**config.mk**
```make
export PLATFORM = sky130hd
export DESIGN_NAME = cpu_core_mc
export DESIGN_NICKNAME = d
export VERILOG_FILES = /design/src/rtl/cpu_core_mc.sv
export SDC_FILE = /design/constraint.sdc
export NUM_CORES = 1
export LEC_CHECK = 0
export CAP_MARGIN = 25
export CORE_MARGIN = 1.5
export CORE_UTILIZATION = 40
export DETAILED_ROUTE_END_ITERATION = 7
export PLACE_DENSITY = 0.67
export SLEW_MARGIN = 20
export SYNTH_ARGS = -nofsm -noshare
export SYNTH_HDL_FRONTEND = slang
export SYNTH_SLANG_ARGS = --single-unit
```
**constraint.sdc**
```tcl
create_clock -name clk -period 4.4 [get_ports clk]
set_input_delay 0.88 -clock clk [delete_from_list [all_inputs] [get_ports clk]]
set_output_delay 0.88 -clock clk [all_outputs]
set_load 0.05 [all_outputs]
```
**src/rtl/cpu_core_mc.sv**
```systemverilog
// Multi-cycle Harvard CPU core: FETCH/DECODE/EXEC/WB control FSM with a req/ack
// instruction port, an internal register file and a combinational debug read port.
module cpu_core_mc #(
   parameter int unsigned DATA_W  = 16,
   parameter int unsigned PC_W    = 6,
   parameter int unsigned NREGS   = 8,
   parameter int unsigned PC_STEP = 2
) (
   input  logic                       clk,
   input  logic                       reset,
   output logic                       imem_req,
   output logic [PC_W-1:0]            imem_addr,
   input  logic                       imem_ack,
   input  logic [31:0]                imem_data,
   output logic [DATA_W-1:0]          out,
   output logic [PC_W-1:0]            pc_out,
   output logic                       zero,
   output logic                       halted,
   input  logic [$clog2(NREGS)-1:0]   dbg_raddr,
   output logic [DATA_W-1:0]          dbg_rdata
);

   localparam int unsigned RW = $clog2(NREGS);

   localparam logic [3:0] OpAdd  = 4'd0;
   localparam logic [3:0] OpSub  = 4'd1;
   localparam logic [3:0] OpAnd  = 4'd2;
   localparam logic [3:0] OpOr   = 4'd3;
   localparam logic [3:0] OpXor  = 4'd4;
   localparam logic [3:0] OpAddi = 4'd5;
   localparam logic [3:0] OpBeqz = 4'd6;
   localparam logic [3:0] OpHalt = 4'd7;

   typedef enum logic [2:0] {
      StFetch,
      StDecode,
      StExec,
      StWb,
      StHalt
   } state_e;

   state_e              state_q, state_d;
   logic [PC_W-1:0]     pc_q;
   logic [31:0]         ir_q;
   logic [DATA_W-1:0]   a_q, b_q;
   logic                take_q;
   logic [DATA_W-1:0]   out_q;
   logic                zero_q;
   logic [DATA_W-1:0]   regs_q [NREGS];

   logic [3:0]          opcode;
   logic [RW-1:0]       rd, rs1, rs2;
   logic [DATA_W-1:0]   imm_ext;
   logic [PC_W-1:0]     target;
   logic [PC_W-1:0]     pc_next;
   logic [DATA_W-1:0]   rs1_val, rs2_val;
   logic [DATA_W-1:0]   alu_res;
   logic                is_alu;
   logic                unused_ir;

   // Instruction fields, always decoded from the latched IR.
   assign opcode  = ir_q[31:28];
   assign rd      = ir_q[24 +: RW];
   assign rs1     = ir_q[20 +: RW];
   assign rs2     = ir_q[16 +: RW];
   assign imm_ext = DATA_W'($signed(ir_q[15:0]));
   assign target  = ir_q[PC_W-1:0];
   assign is_alu  = (opcode <= OpAddi);

   assign unused_ir = ^ir_q;

   // r0 is hardwired to zero on every read path.
   assign rs1_val   = (rs1 == '0) ? '0 : regs_q[rs1];
   assign rs2_val   = (rs2 == '0) ? '0 : regs_q[rs2];
   assign dbg_rdata = (dbg_raddr == '0) ? '0 : regs_q[dbg_raddr];

   assign pc_next = (opcode == OpBeqz && take_q) ? target : pc_q + PC_W'(PC_STEP);

   always_comb begin
      alu_res = '0;
      case (opcode)
         OpAdd, OpAddi: alu_res = a_q + b_q;
         OpSub:         alu_res = a_q - b_q;
         OpAnd:         alu_res = a_q & b_q;
         OpOr:          alu_res = a_q | b_q;
         OpXor:         alu_res = a_q ^ b_q;
         default:       alu_res = '0;
      endcase
   end

   always_comb begin
      state_d = state_q;
      case (state_q)
         StFetch:  if (imem_ack) state_d = StDecode;
         StDecode: state_d = (opcode == OpHalt) ? StHalt : StExec;
         StExec:   state_d = StWb;
         StWb:     state_d = StFetch;
         StHalt:   state_d = StHalt;
         default:  state_d = StFetch;
      endcase
   end

   assign imem_req  = (state_q == StFetch) && !reset;
   assign imem_addr = pc_q;
   assign pc_out    = pc_q;
   assign out       = out_q;
   assign zero      = zero_q;
   assign halted    = (state_q == StHalt);

   always_ff @(posedge clk) begin
      if (reset) begin
         state_q <= StFetch;
         pc_q    <= '0;
         ir_q    <= '0;
         a_q     <= '0;
         b_q     <= '0;
         take_q  <= 1'b0;
         out_q   <= '0;
         zero_q  <= 1'b0;
         for (int unsigned i = 0; i < NREGS; i++) begin
            regs_q[i] <= '0;
         end
      end else begin
         state_q <= state_d;
         case (state_q)
            StFetch: begin
               if (imem_ack) ir_q <= imem_data;
            end
            StDecode: begin
               a_q <= rs1_val;
               b_q <= (opcode == OpAddi) ? imm_ext : rs2_val;
            end
            StExec: begin
               if (is_alu) begin
                  out_q  <= alu_res;
                  zero_q <= (alu_res == '0);
               end
               take_q <= (a_q == '0);
            end
            StWb: begin
               // out_q already holds this instruction's result from EXEC.
               if (is_alu && rd != '0) regs_q[rd] <= out_q;
               pc_q <= pc_next;
            end
            default: ;
         endcase
      end
   end

endmodule

```
==> impl_metrics.py, run 1 <==
metrics = {
    "status": {
        "outcome": "complete, no violations",
    },
    "power": {
        "pwr-share-seq": 0.413,
        "vdd_drop_max_uv": 331,
        "p_int_uw": 4150,
        "leakagePower_uw": 0.00552,
        "swShare": 0.293,
        "powerDensity_nw_per_um2": 386,
        "p_sw_uw": 1720,
        "p_comb_frac": 0.217,
        "clock_power_share": 0.370,
    },
    "die": {
        "die_y_um": 182,
        "fp-row-count": 65,
        "die_w_um": 182,
        "coreArea_sq_um": 31600,
        "num_io_pins": 85,
        "dieArea_sq_um": 33200,
        "start_util": 0.406,
    },
    "flow_run": {
        "drv_cap": 0,
    },
    "clock_network": {
        "hold_buffers": 0,
        "clockBufferDepth": 3,
        "cts_tree": "built",
        "cts_resized": 0,
        "cts_setup_buffers": 0,
        "clk_latency_ns": 0.53,
        "clk_pin_slew_ns": 0.07,
        "cts_buffers": 25,
        "cts_root_buffer": "clkbuf_16",
        "cts.sinks": 222,
        "h-tree-depth": 1,
    },
    "yosys": {
        "synth_fa_ha_area_frac": 0.0492,
        "yosysSeqAreaShare": 0.445,
        "ys_seq_elements": 222,
        "synth_flop_cell": "edfxtp_1",
        "synthMuxAreaShare": 0.182,
        "yosys_warnings": 0,
        "netlist_instances": 1154,
        "synth-edff-count": 128,
        "syn-cell-area_sq_um": 12900,
        "synth_top_family_by_area": "multiplexers",
        "avgSynthCellArea_sq_um": 11.1,
        "synth-xor-area-share": 0.0170,
        "synth.distinct_cells": 61,
        "synthArstFlopShare": 0,
        "synth_compound_area_frac": 0.124,
        "yosys.area_share.simple": 0.138,
    },
    "sta": {
        "setup_viol": 0,
        "layout_setup_ws_ns": 0.499,
        "max_freq_mhz": 256,
        "rsz0062_at_grt": "false",
        "slew_violations": 0,
        "fin_skew_ns": 0.0186,
        "slew-limit-headroom": 0.318,
        "hold_viol_final": 0,
        "fin_setup_tns_ns": 0,
        "tightest_slew_ns": 1.02,
        "post-route-period-util": 0.887,
        "finalCriticalPeriod_ns": 3.90,
    },
    "detailed_routing": {
        "routedWlPerCell_um": 21.3,
        "drc": 0,
        "firstDrtPassIters": 5,
        "num_vias": 9493,
        "first_iter_violations": 811,
        "detail-route-antenna-nets": 0,
        "wirelength_um": 35100,
        "vias_per_cell": 5.76,
    },
    "setup_path": {
        "crit_family": "compound AO/OA/AOI/OAI gates",
        "critPathMaxStageDelay_ns": 0.40,
        "end_kind": "register",
        "critPathKind": "reg2reg",
        "crit_buf_inv": 0,
        "crit_chain": "nor2_1, nand2_1, nor2_1, a41o_1, xnor2_1, ha_1, a211o_1, or3_1, o32ai_2, o221ai_2, a21o_1, a21o_1, xnor2_1, a21oi_1, a211oi_2",
        "critPathLaunchType": "register",
        "critical_path_required_ns": 4.77,
        "cp_slowest_cell": "nor2_1",
        "worstPathArrival_ns": 4.27,
        "worstPathMaxFanout": 7,
    },
    "global_routing": {
        "grt_antenna_before_repair": 0,
        "grt_usage": 0.212,
        "grt_pass1_vias": 9611,
        "grt_pass1_wl_um": 54400,
        "grt_max_degree": 56,
        "gr-total-overflow": 0,
    },
    "place": {
        "dp.final_hpwl_um": 24000,
        "dp_cells": 1602,
        "place_congestion": 0.848,
        "portBuffers": 81,
        "pre_cts_slack_ns": 0.551,
    },
    "layout": {
        "drive_gt1_frac": 0.181,
        "fin_cells": 1649,
        "fin_nets": 1316,
        "fillers": 2789,
        "area_growth_pct": 18.4,
        "diodes": 0,
    },
    "hold_path": {
        "hold_path.class": "reg2reg",
    },
}
cells in the final DEF, fill, tap and decap left out, drive strengths merged, types with 4 or more instances in the layout:
| cell type | n |
|---|---|
| edfxtp | 128 |
| and2 | 113 |
| dfxtp | 94 |
| nand2 | 82 |
| mux4 | 80 |
| nor2 | 80 |
| a21oi | 76 |
| clkdlybuf4s50 | 63 |
| buf | 56 |
| inv | 54 |
| ha | 49 |
| a211oi | 48 |
| mux2 | 32 |
| clkbuf | 32 |
| o21ai | 29 |
| a22oi | 27 |
| xnor2 | 20 |
| a221oi | 18 |
| mux2i | 18 |
| conb | 16 |
| nor3 | 14 |
| nor2b | 11 |
| nand3 | 9 |
| clkinv | 9 |
| nand2b | 9 |
| nor4 | 7 |
| nand3b | 5 |
| a21o | 5 |
| xor2 | 5 |
| o32ai | 5 |
| or2 | 4 |
| o31ai | 4 |
| and3 | 4 |
| nand4 | 4 |
power by group through the flow:
stage	registers [uW]	clock network [uW]	logic (uW)
after floorplan	2450	0	853
after global placement	2470	0	1230
after detailed placement	2470	0	1250
after CTS	2430	2200	1260
after global routing	2440	2280	1370
final	2430	2180	1270
kinds of logic after synthesis:
logic type                 Yosys count
and+or+nand+nor                    350
AOI/OAI and AO/OA                  238
DFF                                222
buffers and inverters              138
muxes                              130
adders and majority gates           50
xor gates and xnor gates            25
other                                1
registers in the layout, indices dropped and copies added (netlist names), 3 cells and up, named ones only:
signal / count
out: 16
regs_q: 128
state_q: 3
ir_q: 29
b_q: 16
a_q: 16
imem_addr: 6
through the flow:
stage	area (sq um)	total power [uW]	util	hold WS [ns]
3_5_place_dp	14300	3720	0.453	0.449
6_report	15200	5870	0.481	0.457
5_1_grt	15200	6090	0.481	0.484
2_1_floorplan	12900	3300	-	0.437
4_1_cts	15200	5890	0.481	0.458
3_3_place_gp	14300	3700	0.453	0.446
layer usage:
| layer | global-route usage | share of wire | up-vias |
|---|---|---|---|
| met2 | 0.380 | 0.51 | 285 |
| met4 | 0.0655 | 0.024 | 0 |
| met3 | 0.0237 | 0.053 | 58 |
| met5 | 0 | 0 | - |
| met1 | 0.267 | 0.41 | 4732 |
| li1 | - | - | 4418 |
final timing paths:
| path | slack [ns] | cells past startpoint | endpoint | start |
|---|---|---|---|---|
| setup / recovery | 0.50 | 15 | out[15]$_SDFFE_PP0P_ | ir_q[31]$_SDFFE_PP0P_ |
| hold / removal | 0.46 | 2 | ir_q[12]$_SDFFE_PP0P_ | ir_q[12]$_SDFFE_PP0P_ |
| setup reg to reg | 0.50 | 15 | out[15]$_SDFFE_PP0P_ | ir_q[31]$_SDFFE_PP0P_ |
| hold reg to reg | 0.46 | 2 | ir_q[12]$_SDFFE_PP0P_ | ir_q[12]$_SDFFE_PP0P_ |
cell usage after synthesis (all sizes together), types with 4 or more instances:
cell type	n	area (sq um)
xnor2	20	175
inv	51	191
nand3	9	45.0
dfxtp	94	1880
clkbuf	66	248
o31ai	4	30.0
o21ai	29	145
ha	49	613
a22oi	27	203
a221oi	18	158
and2	113	707
a211oi	48	365
a21oi	76	380
xor2	5	43.8
nor2b	11	68.8
nor4	7	43.8
or2	4	25.0
mux2i	18	180
o32ai	5	51.3
nor3	14	70.1
nand2	82	308
nand4	4	25.0
nand3b	5	37.5
mux2	32	360
a21o	5	37.5
buf	21	126
and3	4	25.0
nor2	80	300
edfxtp	128	3840
mux4	80	1800
nand2b	9	56.3
worst reg2reg max path, stage by stage, from the launching register on:
cell      delay, ns
dfxtp_1        0.31
nor2_1         0.14
nand2_1        0.10
nor2_1         0.40
a41o_1         0.25
xnor2_1        0.14
ha_1           0.30
a211o_1        0.33
or3_1          0.32
o32ai_2        0.35
o221ai_2       0.21
a21o_1         0.21
a21o_1         0.18
xnor2_1        0.12
a21oi_1        0.25
a211oi_2       0.10
cell type report:
| cell class | instances | area (sq um) | share of cell area |
|---|---|---|---|
| Multi-Input combinational cell | 809 | 6650 | 0.437 |
| Sequential cell | 222 | 5730 | 0.376 |
| Timing Repair Buffer | 119 | 1290 | 0.0849 |
| Clock buffer | 32 | 736 | 0.0483 |
| Tap cell | 402 | 503 | 0.0330 |
| Inverter | 51 | 191 | 0.0126 |
| Clock inverter | 14 | 129 | 0.00846 |
No activity file was read; power rests on OpenSTA's default activity.
==> inputs of run 2 (changes only) <==
Settings changed: SKIP_CTS_REPAIR_TIMING set to 1.
==> results of run 2 <==
The final DEF is identical to that of run 1; final timing and power are the same.
==> inputs of run 3 (changes only) <==
Settings changed: CTS_BUF_LIST set to sky130_fd_sc_hd__clkbuf_2 sky130_fd_sc_hd__clkbuf_4 sky130_fd_sc_hd__clkbuf_8.
==> impl_metrics.py, run 3 (same netlist as run 1, synthesis figures left out) <==
metrics = {
    "die": {
        "die_w_um": 182,
        "dieArea_sq_um": 33200,
        "fp-row-count": 65,
        "die_y_um": 182,
        "num_io_pins": 85,
        "start_util": 0.406,
        "coreArea_sq_um": 31600,
    },
    "place": {
        "pre_cts_slack_ns": 0.551,
        "place_congestion": 0.848,
        "dp.final_hpwl_um": 24000,
        "portBuffers": 81,
    },
    "power": {
        "p_sw_uw": 1720,
        "powerDensity_nw_per_um2": 370,
        "p_total_uw": 5610,
        "swShare": 0.307,
        "leakagePower_uw": 0.00549,
        "vdd_drop_max_uv": 206,
        "pwr-share-seq": 0.433,
        "p_comb_frac": 0.227,
        "p_int_uw": 3890,
        "clock_power_share": 0.340,
    },
    "layout": {
        "post-route-util": 0.478,
        "fin_nets": 1330,
        "drive_gt1_frac": 0.194,
        "final_cell_mix": "128 x edfxtp_1, 113 x and2_1, 92 x dfxtp_1, 82 x nand2_1, 80 x mux4_2",
        "top_regs": "regs_q (128), ir_q (29)",
        "largest_reg_flops": 128,
        "area_growth_pct": 17.7,
        "diodes": 0,
        "regMostFlops": "regs_q",
        "final_common_cell": "edfxtp_1",
        "fillers": 2819,
    },
    "clock_network": {
        "cts_root_buffer": "clkbuf_8",
        "clk_pin_slew_ns": 0.06,
        "cts_buffers": 39,
        "clk_latency_ns": 0.55,
        "clockBufferDepth": 3,
        "cts.sinks": 222,
        "h-tree-depth": 2,
        "cts_tree": "built",
    },
    "detailed_routing": {
        "firstDrtPassIters": 5,
        "first_iter_violations": 807,
        "drc": 0,
        "detail-route-antenna-nets": 0,
        "vias_per_cell": 5.70,
        "routedWlPerCell_um": 21.0,
        "num_vias": 9536,
        "wirelength_um": 35100,
    },
    "global_routing": {
        "gr-total-overflow": 0,
        "met1_usage": 0.265,
        "busiest_layer": "met2",
        "grt_max_degree": 56,
        "grt_usage": 0.213,
        "grt_antenna_before_repair": 0,
        "grt_pass1_wl_um": 54300,
        "grt_use_met3": 0.0349,
        "grt_pass1_vias": 9688,
        "use_met2": 0.373,
    },
    "setup_path": {
        "critPathMaxStageDelay_ns": 0.41,
        "crit_family": "compound AO/OA/AOI/OAI gates",
        "crit_buf_inv": 0,
        "worstPathArrival_ns": 4.31,
        "worstPathMaxFanout": 7,
        "end_kind": "register",
        "critical_path_required_ns": 4.75,
        "critPathLaunchType": "register",
        "cp_slowest_cell": "nor2_1",
        "crit_chain": "nor2_1, nand2_1, nor2_1, a41o_1, xnor2_1, ha_1, a211o_1, or3_1, o32ai_2, o221ai_2, a21o_1, a21o_1, xnor2_1, a21oi_1, a211oi_2",
        "critPathKind": "reg2reg",
    },
    "sta": {
        "rsz0062_at_grt": "false",
        "max_freq_mhz": 252,
        "hold_viol_final": 0,
        "setup_viol": 0,
        "slew_violations": 0,
        "fin_skew_ns": 0.0395,
        "post-route-period-util": 0.902,
        "fin_setup_tns_ns": 0,
        "tightest_slew_ns": 1.03,
        "layout_setup_ws_ns": 0.431,
        "hold_slack_ns": 0.456,
        "finalCriticalPeriod_ns": 3.97,
        "slew-limit-headroom": 0.312,
    },
    "hold_path": {
        "hold_path.class": "reg2reg",
    },
    "status": {
        "outcome": "complete, no violations",
    },
    "flow_run": {
        "drv_cap": 0,
    },
}
run 3: cell types whose count changed in the layout (fill, tap and decap cells not counted), sizes merged:
| cell | change |
|---|---|
| bufinv | -2 |
| clkbuf | +26 |
| clkinvlp | +1 |
| inv | -2 |
run 3: worst reg2reg max path: cells and delay by family (launching register included):
family,cells,cell delay [ns]
simple gates,4,0.97
xor+xnor,2,0.27
flops,1,0.31
compound gates,8,1.91
fa+ha+maj,1,0.30
run 3: worst paths after layout:
path	cells past startpoint	end	slack, ns	from
min	2	ir_q[12]$_SDFFE_PP0P_	0.46	ir_q[12]$_SDFFE_PP0P_
max reg2reg	15	out[15]$_SDFFE_PP0P_	0.43	ir_q[31]$_SDFFE_PP0P_
max	15	out[15]$_SDFFE_PP0P_	0.43	ir_q[31]$_SDFFE_PP0P_
min reg2reg	2	ir_q[12]$_SDFFE_PP0P_	0.46	ir_q[12]$_SDFFE_PP0P_
run 3: through the flow:
step	cells	area (sq um)
final	1672	15100
after global routing	1672	15100
after CTS	1671	15100
after detailed placement	1602	14300
after global placement	1601	14300
after floorplan	1169	12900
run 3: metal layers:
layer,share of wire,vias to the layer above
met5,0,-
met4,0.026,0
met3,0.063,67
met2,0.50,299
met1,0.41,4734
li1,-,4436
run 3: power by group through the flow:
stage / Combinational [uW] / Clock, uW / Sequential, uW
finish: 1270 / 1910 / 2430
global route: 1370 / 2030 / 2440
CTS: 1260 / 1930 / 2430
detailed placement: 1250 / 0 / 2470
global placement: 1230 / 0 / 2470
floorplan: 853 / 0 / 2450
run 3: final cells by class:
cell class,instances,area (sq um),share of cell area
Clock buffer,58,711,0.0470
Tap cell,402,503,0.0332
Timing Repair Buffer,119,1290,0.0855
Multi-Input combinational cell,809,6650,0.439
Sequential cell,222,5730,0.378
Inverter,51,191,0.0126
Clock inverter,11,57.6,0.00380
